===== config.mk =====
export PLATFORM = sky130hd
export DESIGN_NAME = enc_4to2_hs
export DESIGN_NICKNAME = d
export VERILOG_FILES = /design/src/rtl/enc_4to2_hs.sv
export SDC_FILE = /design/constraint.sdc
export NUM_CORES = 1
export LEC_CHECK = 0
export CORE_MARGIN = 2
export CORE_UTILIZATION = 52
export DETAILED_ROUTE_END_ITERATION = 8
export PLACE_DENSITY_LB_ADDON = 0.15
export SLEW_MARGIN = 10
export SYNTH_ARGS = -nofsm -noshare
export SYNTH_HDL_FRONTEND = slang
export SYNTH_SLANG_ARGS = --single-unit

===== constraint.sdc =====
create_clock -name clk -period 2.56 [get_ports clk]
set_input_delay 0.512 -clock clk [delete_from_list [all_inputs] [get_ports clk]]
set_output_delay 0.512 -clock clk [all_outputs]
set_load 0.1 [all_outputs]

===== src/rtl/enc_4to2_hs.sv =====
// Sequential 4-to-2 encoder with stability qualification
// and a valid/ready handshake, one code per assertion event.
module enc_4to2_hs #(
    parameter int STABLE_CYCLES = 4,
    parameter int CNT_W         = 8
) (
    input  logic       clk,
    input  logic       rst_n,
    input  logic [3:0] d,
    input  logic       ready,
    output logic [1:0] code,
    output logic       valid,
    output logic       multi_hot,
    output logic       busy
);

    typedef enum logic [1:0] {
        IDLE,
        QUAL,
        HOLD,
        WAIT_REL
    } state_t;

    localparam logic [CNT_W-1:0] LAST = CNT_W'(STABLE_CYCLES - 1);
    localparam logic [CNT_W-1:0] ONE  = CNT_W'(1);

    state_t           state;
    logic [CNT_W-1:0] cnt;
    logic [3:0]       samp;

    // Index of the highest set bit; d[3] wins over lower lines.
    function automatic logic [1:0] enc(input logic [3:0] p);
        logic [1:0] r;
        r = 2'd0;
        priority case (1'b1)
            p[3]:    r = 2'd3;
            p[2]:    r = 2'd2;
            p[1]:    r = 2'd1;
            default: r = 2'd0;
        endcase
        return r;
    endfunction

    // More than one bit set: clearing the lowest set bit leaves something.
    function automatic logic mh(input logic [3:0] p);
        return |(p & (p - 4'd1));
    endfunction

    // Qualification FSM with registered handshake outputs.
    always_ff @(posedge clk) begin
        if (!rst_n) begin
            state     <= IDLE;
            cnt       <= '0;
            samp      <= 4'd0;
            code      <= 2'd0;
            valid     <= 1'b0;
            multi_hot <= 1'b0;
            busy      <= 1'b0;
        end else begin
            unique case (state)
                IDLE: begin
                    if (d != 4'd0) begin
                        samp <= d;
                        cnt  <= ONE;
                        busy <= 1'b1;
                        if (STABLE_CYCLES == 1) begin
                            state     <= HOLD;
                            code      <= enc(d);
                            multi_hot <= mh(d);
                            valid     <= 1'b1;
                        end else begin
                            state <= QUAL;
                        end
                    end
                end
                QUAL: begin
                    if (d == 4'd0) begin
                        state <= IDLE;
                        cnt   <= '0;
                        busy  <= 1'b0;
                    end else if (d != samp) begin
                        // A bounce restarts qualification on the new pattern.
                        samp <= d;
                        cnt  <= ONE;
                    end else if (cnt == LAST) begin
                        state     <= HOLD;
                        code      <= enc(samp);
                        multi_hot <= mh(samp);
                        valid     <= 1'b1;
                    end else begin
                        cnt <= cnt + ONE;
                    end
                end
                HOLD: begin
                    if (ready) begin
                        valid <= 1'b0;
                        state <= WAIT_REL;
                    end
                end
                WAIT_REL: begin
                    // Only a full release re-arms the encoder.
                    if (d == 4'd0) begin
                        state <= IDLE;
                        cnt   <= '0;
                        busy  <= 1'b0;
                    end
                end
                default: begin
                    state <= IDLE;
                    busy  <= 1'b0;
                    valid <= 1'b0;
                end
            endcase
        end
    end

endmodule


## Word level (Yosys, flattened, before mapping)

Cells that the tools add are included.

- Register bits after elaboration: 19
- Input port bits: 7
- Output and inout port bits: 5
- Logic and storage cells: 71

- Add/sub/neg operators: 2
- Eq/ne operators: 16
- Multiplexer cells: 28
- Bitwise gates (word level): 3
- Reduce and logical (&&, ||, !) cells: 15

Operator list:

| cell | count |
|---|---|
| 8-bit 2-to-1 mux | 5 |
| 8-bit case mux with 3 select lines | 1 |
| 2-bit 2-to-1 mux | 8 |
| 2-bit inequality test, second input constant | 7 |
| 4-bit 2-to-1 mux | 3 |
| 4-bit AND reduction | 3 |
| 5-bit AND reduction | 2 |
| 8-bit by 1-bit adder with 8-bit output, second input constant | 1 |
| 8-bit by 2-bit == test with 1-bit output, second input constant | 1 |
| 2-bit case mux with 4 select lines | 1 |
| 4-bit case mux with 2 select lines | 1 |
| 1-bit 2-to-1 mux | 7 |
| 3-bit inequality test, second input constant | 2 |
| 2-bit nonzero test | 3 |
| 4-bit AND | 1 |
| 2-bit == test, second input constant | 2 |
| 4-bit logical NOT | 1 |
| 4-bit inequality test | 1 |
| 4-bit inequality test, second input constant | 1 |
| 1-bit case mux with 2 select lines | 2 |
| 4-bit nonzero test | 1 |
| 4-bit OR reduction | 1 |
| 4-bit by 1-bit subtractor with 4-bit output, second input constant | 1 |
| 3-bit AND reduction | 1 |
| other kinds (6) | 7 |

## Longest topological paths before layout

Gate-level depths: netlist of run 1.

- Depth after elaboration: 5
- Mapped depth: 7

## Worst setup path after synthesis of run 1

No wires, ideal clock.

- Path type: input to register
- Start: input d[2]
- End: register cnt[1]
- Library setup time: 0.128 ns
- Arrival: 1.951 ns
- Data required time: 2.432 ns
- Path slack: 0.482 ns
- Cell stages on the path: 5
- Path buffers: 0
- Path through: nor4_4 -> mux2i_1 -> a21boi_1 -> mux2i_1 -> nor2_1

- Word-level cells in the longest chain between the ends: 4

Ends and longest elaborated chain:

| item | line | text |
|---|---|---|
| from (decl) | 9 | `input logic [3:0] d,` |
| 4-bit inequality test | 81 | `end else if (d != samp) begin` |
| 8-bit 2-to-1 mux | 81 |  |
| 8-bit 2-to-1 mux | 77 | `if (d == 4'd0) begin` |
| 8-bit case mux with 3 select lines | 60 | `unique case (state)` |
| to (signal assigned) | 91 | `cnt <= cnt + ONE;` |
| to (decl) | 28 | `logic [CNT_W-1:0] cnt;` |

Several ways; a longest one is shown, not always the timed one.
A chain may end at the register's enable or synchronous reset.

## Worst setup path in the final report of run 1

- Start: input d[2]
- End: register cnt[2]

The elaborated chain is that of the path after synthesis.

==> run summary, run 1 <==
Pre-antenna DRT Iters: 4
Final setup fails: 0
R2R Path End: multi_hot$_SDFFE_PN0P_
Root buf cell: clkbuf_4
Pwr Density: 479 mW/mm^2
CTS tree: done
Mean post-synth cell area: 8.89 sq um
Reg clk slew, reported paths: 0.11 ns
Area growth from synthesis to layout: 17.6%
IO Count: 12
Final ANT Viol Nets: 0
GRT Residual Overflow: 0
First-pass GRT wire length: 2930 microns
Minimum period implied by the final worst setup slack: 2.11 ns
Synthesized area: 933 sq um
Critical path peak fanout: 10
RSZ-0062 raised after global routing: no
Antenna violations before repair: 0
Startpoint type of the worst setup path: input port
Max Root-Sink Buffers: 2
Worst rel slew slack: 0.745
Post-Route WL: 1770 microns
Die X: 46.4 microns
Clk_skew: 0.00377 ns
Tcrit/Tclk final: 0.822
Largest net degree at the start of global routing: 13
GRT Total Usage: 0.194
Clock net sink count: 19
Inserted Diodes: 0
Post-CTS Setup Bufs: 0
F_max: 475 MHz
Resize count post-CTS: 0
Share of cells above drive strength 1: 0.132
Drt initial violations: 17
Reg2reg setup slack: 0.86 ns
Library cells used by synthesis: 31
Port Buffers: 11
Die Footprint: 0.00215 sq mm
Leakage power: 0.454 nW
Initial Util: 0.547
Max Cap Viol: 0
Worst-Margin Slew: 0.382 ns
Nets: 130
Total CTS buffers: 3
Core Util, Final: 0.642
Most frequent cells in the layout: nor2_1, dfxtp_1, xor2_1, nand2_1, buf_4
CP endpoint kind: flop
Hpwl dp: 1330 microns
Vias in the first global route: 693
CP peak stage delay: 0.49 ns
Register area share after synthesis: 0.408
Routed via count: 791
Ys async rst share: 0
Hold depth: 2
Crit path cell chain: clkdlybuf4s50_1 > nor4_4 > buf_4 > nor2_4 > and3_4 > or3_1 > a21oi_1
Placer's final routability congestion estimate: 0.750
Max stage delay cell, worst path: clkdlybuf4s50_1
CP arrival: 2.34 ns
WP data required: 2.79 ns
Post-Route Setup TNS: 0 ns
R2r worst-path depth: 5
Drt via density: 5.42
Drc violations: 0
Critical R2R Launch: cnt[2]$_SDFFE_PN0P_
Core box area: 0.00171 sq mm
Hold endpoint: busy$_SDFFE_PN0P_
Hold Crit Class: reg2reg
H-tree depth: 1
Metal3 WL: 53 microns
Syn Nets: 113
Ys Warns: 0
Row count: 15
M1 wire length: 783 microns
Mapped Cells: 105
Kind of critical path: in2reg
Number of synthesized flops with an enable pin: 0
Worst skew pair latency: 0.30 ns
Status: finished, final reports clean
Hold buffers post-CTS: 0
Final hold viol count: 0
Synth Flop Type: dfxtp_1
FF+latch count, synth: 19
Peak VDD IR: 0.354 mV
WL met2: 895 microns
Die height: 46.4 microns
Hold Path Origin: busy$_SDFFE_PN0P_
Drt wl/cell: 12.1 microns
Max-slew violation count: 0
Max layer used: met4
[kinds of logic (layout without fill, tap and decap cells)]
logic type / Yosys count / after routing / share of synthesized area
buffers and inverters: 5 / 21 / 0.0281
AOI/OAI and AO/OA: 16 / 16 / 0.0992
and+or+nand+nor: 47 / 47 / 0.282
muxes: 7 / 7 / 0.0751
DFF: 19 / 19 / 0.408
xor gates and xnor gates: 9 / 9 / 0.0845
adders and majority gates: 2 / 2 / 0.0241
[synth_stat cells (2+ instances only)]
cell / n / share of area
dfxtp_1: 19 / 0.41
mux2i_1: 7 / 0.075
xor2_1: 9 / 0.084
o21ai_1: 2 / 0.011
inv_1: 3 / 0.012
o21ai_0: 3 / 0.016
nand2_1: 9 / 0.036
a21oi_1: 7 / 0.038
a211oi_1: 2 / 0.016
nand4_1: 4 / 0.027
and3_1: 2 / 0.013
nor2_1: 19 / 0.076
[how the worst max path moves through the flow]
stage,startpoint,to
floorplan,d[2],cnt[1]$_SDFFE_PN0P_
global route,d[2],cnt[1]$_SDFFE_PN0P_
finish,d[2],cnt[2]$_SDFFE_PN0P_
global placement,d[2],cnt[2]$_SDFFE_PN0P_
CTS,d[2],cnt[2]$_SDFFE_PN0P_
detailed placement,d[2],cnt[2]$_SDFFE_PN0P_
[power breakdown]
| group | leakage [nW] | internal (mW) | switching [mW] |
|---|---|---|---|
| combinational | 0.281 | 0.0262 | 0.0355 |
| clock | 0.0177 | 0.0582 | 0.0931 |
| sequential | 0.155 | 0.303 | 0.00939 |
| total | 0.454 | 0.387 | 0.138 |
[sequential cells by signal (all words and copies together) (netlist names), named ones only]
register,flops
multi_hot,1
cnt,8
samp,4
state,1
valid,1
code,2
busy,1
[layer usage]
layer | global-route usage | vias up
met1 | 0.233 | 375
met5 | 0 | -
met4 | 0.109 | 0
met3 | 0.0353 | 4
li1 | - | 401
met2 | 0.322 | 11
[per-stage QoR]
| stage | hold WS [ns] | std cells | total power, mW | instance area (sq um) | setup WS, ns |
|---|---|---|---|---|---|
| floorplan | 0.472 | 105 | 0.356 | 933 | 0.482 |
| global placement | 0.488 | 142 | 0.379 | 1070 | 0.201 |
| detailed placement | 0.483 | 142 | 0.381 | 1070 | 0.157 |
| CTS | 0.501 | 146 | 0.529 | 1100 | 0.459 |
| global route | 0.527 | 146 | 0.551 | 1100 | 0.378 |
| finish | 0.496 | 146 | 0.525 | 1100 | 0.455 |
[layout make-up]
cell class | instances | area (sq um)
Tap cell | 25 | 31.3
Multi-Input combinational cell | 81 | 527
Fill cell | 158 | 611
Timing Repair Buffer | 14 | 120
Clock buffer | 3 | 22.5
Sequential cell | 19 | 380
Clock inverter | 1 | 5.00
Inverter | 3 | 11.3
[worst max-delay path: cells and delay by family]
family	cells	cell delay, ns
compound gates	1	0.14
buf+inv	2	0.70
simple gates	4	1.00
(Power assumes the default switching activity.)
==> run 2, diff against run 1 <==
==> constraint.sdc (replaced) <==
create_clock -name clk -period 2.15 [get_ports clk]
set_input_delay 0.43 -clock clk [delete_from_list [all_inputs] [get_ports clk]]
set_output_delay 0.43 -clock clk [all_outputs]
set_load 0.1 [all_outputs]
==> run summary, run 2 (synthesized netlist as in run 1, its figures left out) <==
Max Root-Sink Buffers: 2
Antenna violations before repair: 0
Pwr Density: 544 mW/mm^2
RSZ-0062 raised after global routing: no
CP endpoint kind: flop
First-pass GRT wire length: 3150 microns
Final setup fails: 0
Clk_skew: 0.00680 ns
Kind of critical path: in2reg
Worst path buffer plus inverter count: 2
Drc violations: 0
Share of cells above drive strength 1: 0.159
Routed via count: 776
Total CTS buffers: 3
CP peak stage delay: 0.50 ns
Max-slew violation count: 0
Drt initial violations: 16
Root buf cell: clkbuf_4
Hold buffers post-CTS: 0
Largest net degree at the start of global routing: 13
Initial Util: 0.547
H-tree depth: 1
Drt wl/cell: 12.5 microns
Layout Cells excl Fill: 151
Worst-Margin Slew: 0.384 ns
Leakage power: 0.477 nW
Port Buffers: 11
Tcrit/Tclk final: 0.951
Reg clk slew, reported paths: 0.11 ns
Inserted Diodes: 0
Max Cap Viol: 0
WP data required: 2.37 ns
Placer's final routability congestion estimate: 0.753
CTS tree: done
Final hold viol count: 0
Area growth from synthesis to layout: 22.8%
Resize count post-CTS: 0
Pre-antenna DRT Iters: 4
Final setup margin: 0.106 ns
Clock net sink count: 19
Drt via density: 5.14
Final ANT Viol Nets: 0
Critical path peak fanout: 6
Die height: 46.4 microns
Biggest regs: cnt: 8 flops, samp: 4 flops, code: 2 flops
Post-Route WL: 1890 microns
IO Count: 12
GRT Total Usage: 0.209
Max stage delay cell, worst path: clkdlybuf4s50_1
Worst rel slew slack: 0.744
Post-Route Setup TNS: 0 ns
F_max: 489 MHz
Minimum period implied by the final worst setup slack: 2.04 ns
Worst skew pair latency: 0.29 ns
Vias in the first global route: 759
Peak VDD IR: 0.427 mV
Hold Crit Class: reg2reg
Crit path cell chain: clkdlybuf4s50_1 > xor2_1 > nor4_2 > buf_4 > nand2_1 > a221o_1 > a21oi_1
Placed cells: 147
Hpwl dp: 1450 microns
Worst path top cell family by delay: buffers and inverters
Die Footprint: 0.00215 sq mm
Status: finished, final reports clean
Largest Register: cnt
Most frequent cells in the layout: nor2_1, dfxtp_1, buf_4
Core box area: 0.00171 sq mm
Die X: 46.4 microns
Number of flip-flops in the largest register: 8
GRT Residual Overflow: 0
Post-CTS Setup Bufs: 0
Startpoint type of the worst setup path: input port
CP arrival: 2.27 ns
Pre-CTS setup slack: -0.167 ns
Nets: 135
Row count: 15
-- run 2: layout make-up --
| class | instances | area, sq um |
|---|---|---|
| clock buffers | 4 | 26.3 |
| fillers | 139 | 562 |
| inverters | 3 | 11.3 |
| multi-input cells | 81 | 527 |
| flip-flops and latches | 19 | 380 |
| well taps | 25 | 31.3 |
| repair buffers | 19 | 170 |
-- run 2: report_power, final --
part / internal (mW) / total [mW] / leakage [nW] / switching (mW)
Combinational: 0.0338 / 0.0775 / 0.307 / 0.0437
Sequential: 0.361 / 0.372 / 0.155 / 0.0114
Clock: 0.0720 / 0.174 / 0.0150 / 0.102
Total: 0.466 / 0.624 / 0.477 / 0.157
-- run 2: worst paths after layout --
path	to	cells past startpoint	slack, ns	startpoint
max reg2reg	cnt[2]$_SDFFE_PN0P_	6	0.37	samp[3]$_SDFFE_PN0P_
max	cnt[2]$_SDFFE_PN0P_	7	0.11	d[3]
min	valid$_SDFFE_PN0P_	2	0.50	valid$_SDFFE_PN0P_
min reg2reg	valid$_SDFFE_PN0P_	2	0.50	valid$_SDFFE_PN0P_
-- run 2: per-layer routing --
| layer | GRT usage | part of all wire |
|---|---|---|
| met3 | 0.0235 | 0.017 |
| met5 | 0 | 0 |
| met4 | 0.103 | 0.0063 |
| met1 | 0.251 | 0.46 |
| met2 | 0.364 | 0.52 |
-- run 2: stage by stage --
| step | total power [mW] | area [sq um] | hold WS (ns) | utilization |
|---|---|---|---|---|
| final | 0.624 | 1150 | 0.497 | 0.671 |
| after global routing | 0.657 | 1150 | 0.538 | 0.671 |
| after CTS | 0.632 | 1150 | 0.501 | 0.671 |
| after detailed placement | 0.457 | 1120 | 0.478 | 0.656 |
| after global placement | 0.454 | 1120 | 0.470 | 0.656 |
| after floorplan | 0.423 | 933 | 0.472 | - |
-- run 2: tightest hold or removal path: cells and delay by family (launching register included) --
kind,cells,cell delay [ns]
AO/OA/AOI/OAI,1,0.06
AND/OR/NAND/NOR,1,0.07
flip-flops,1,0.34
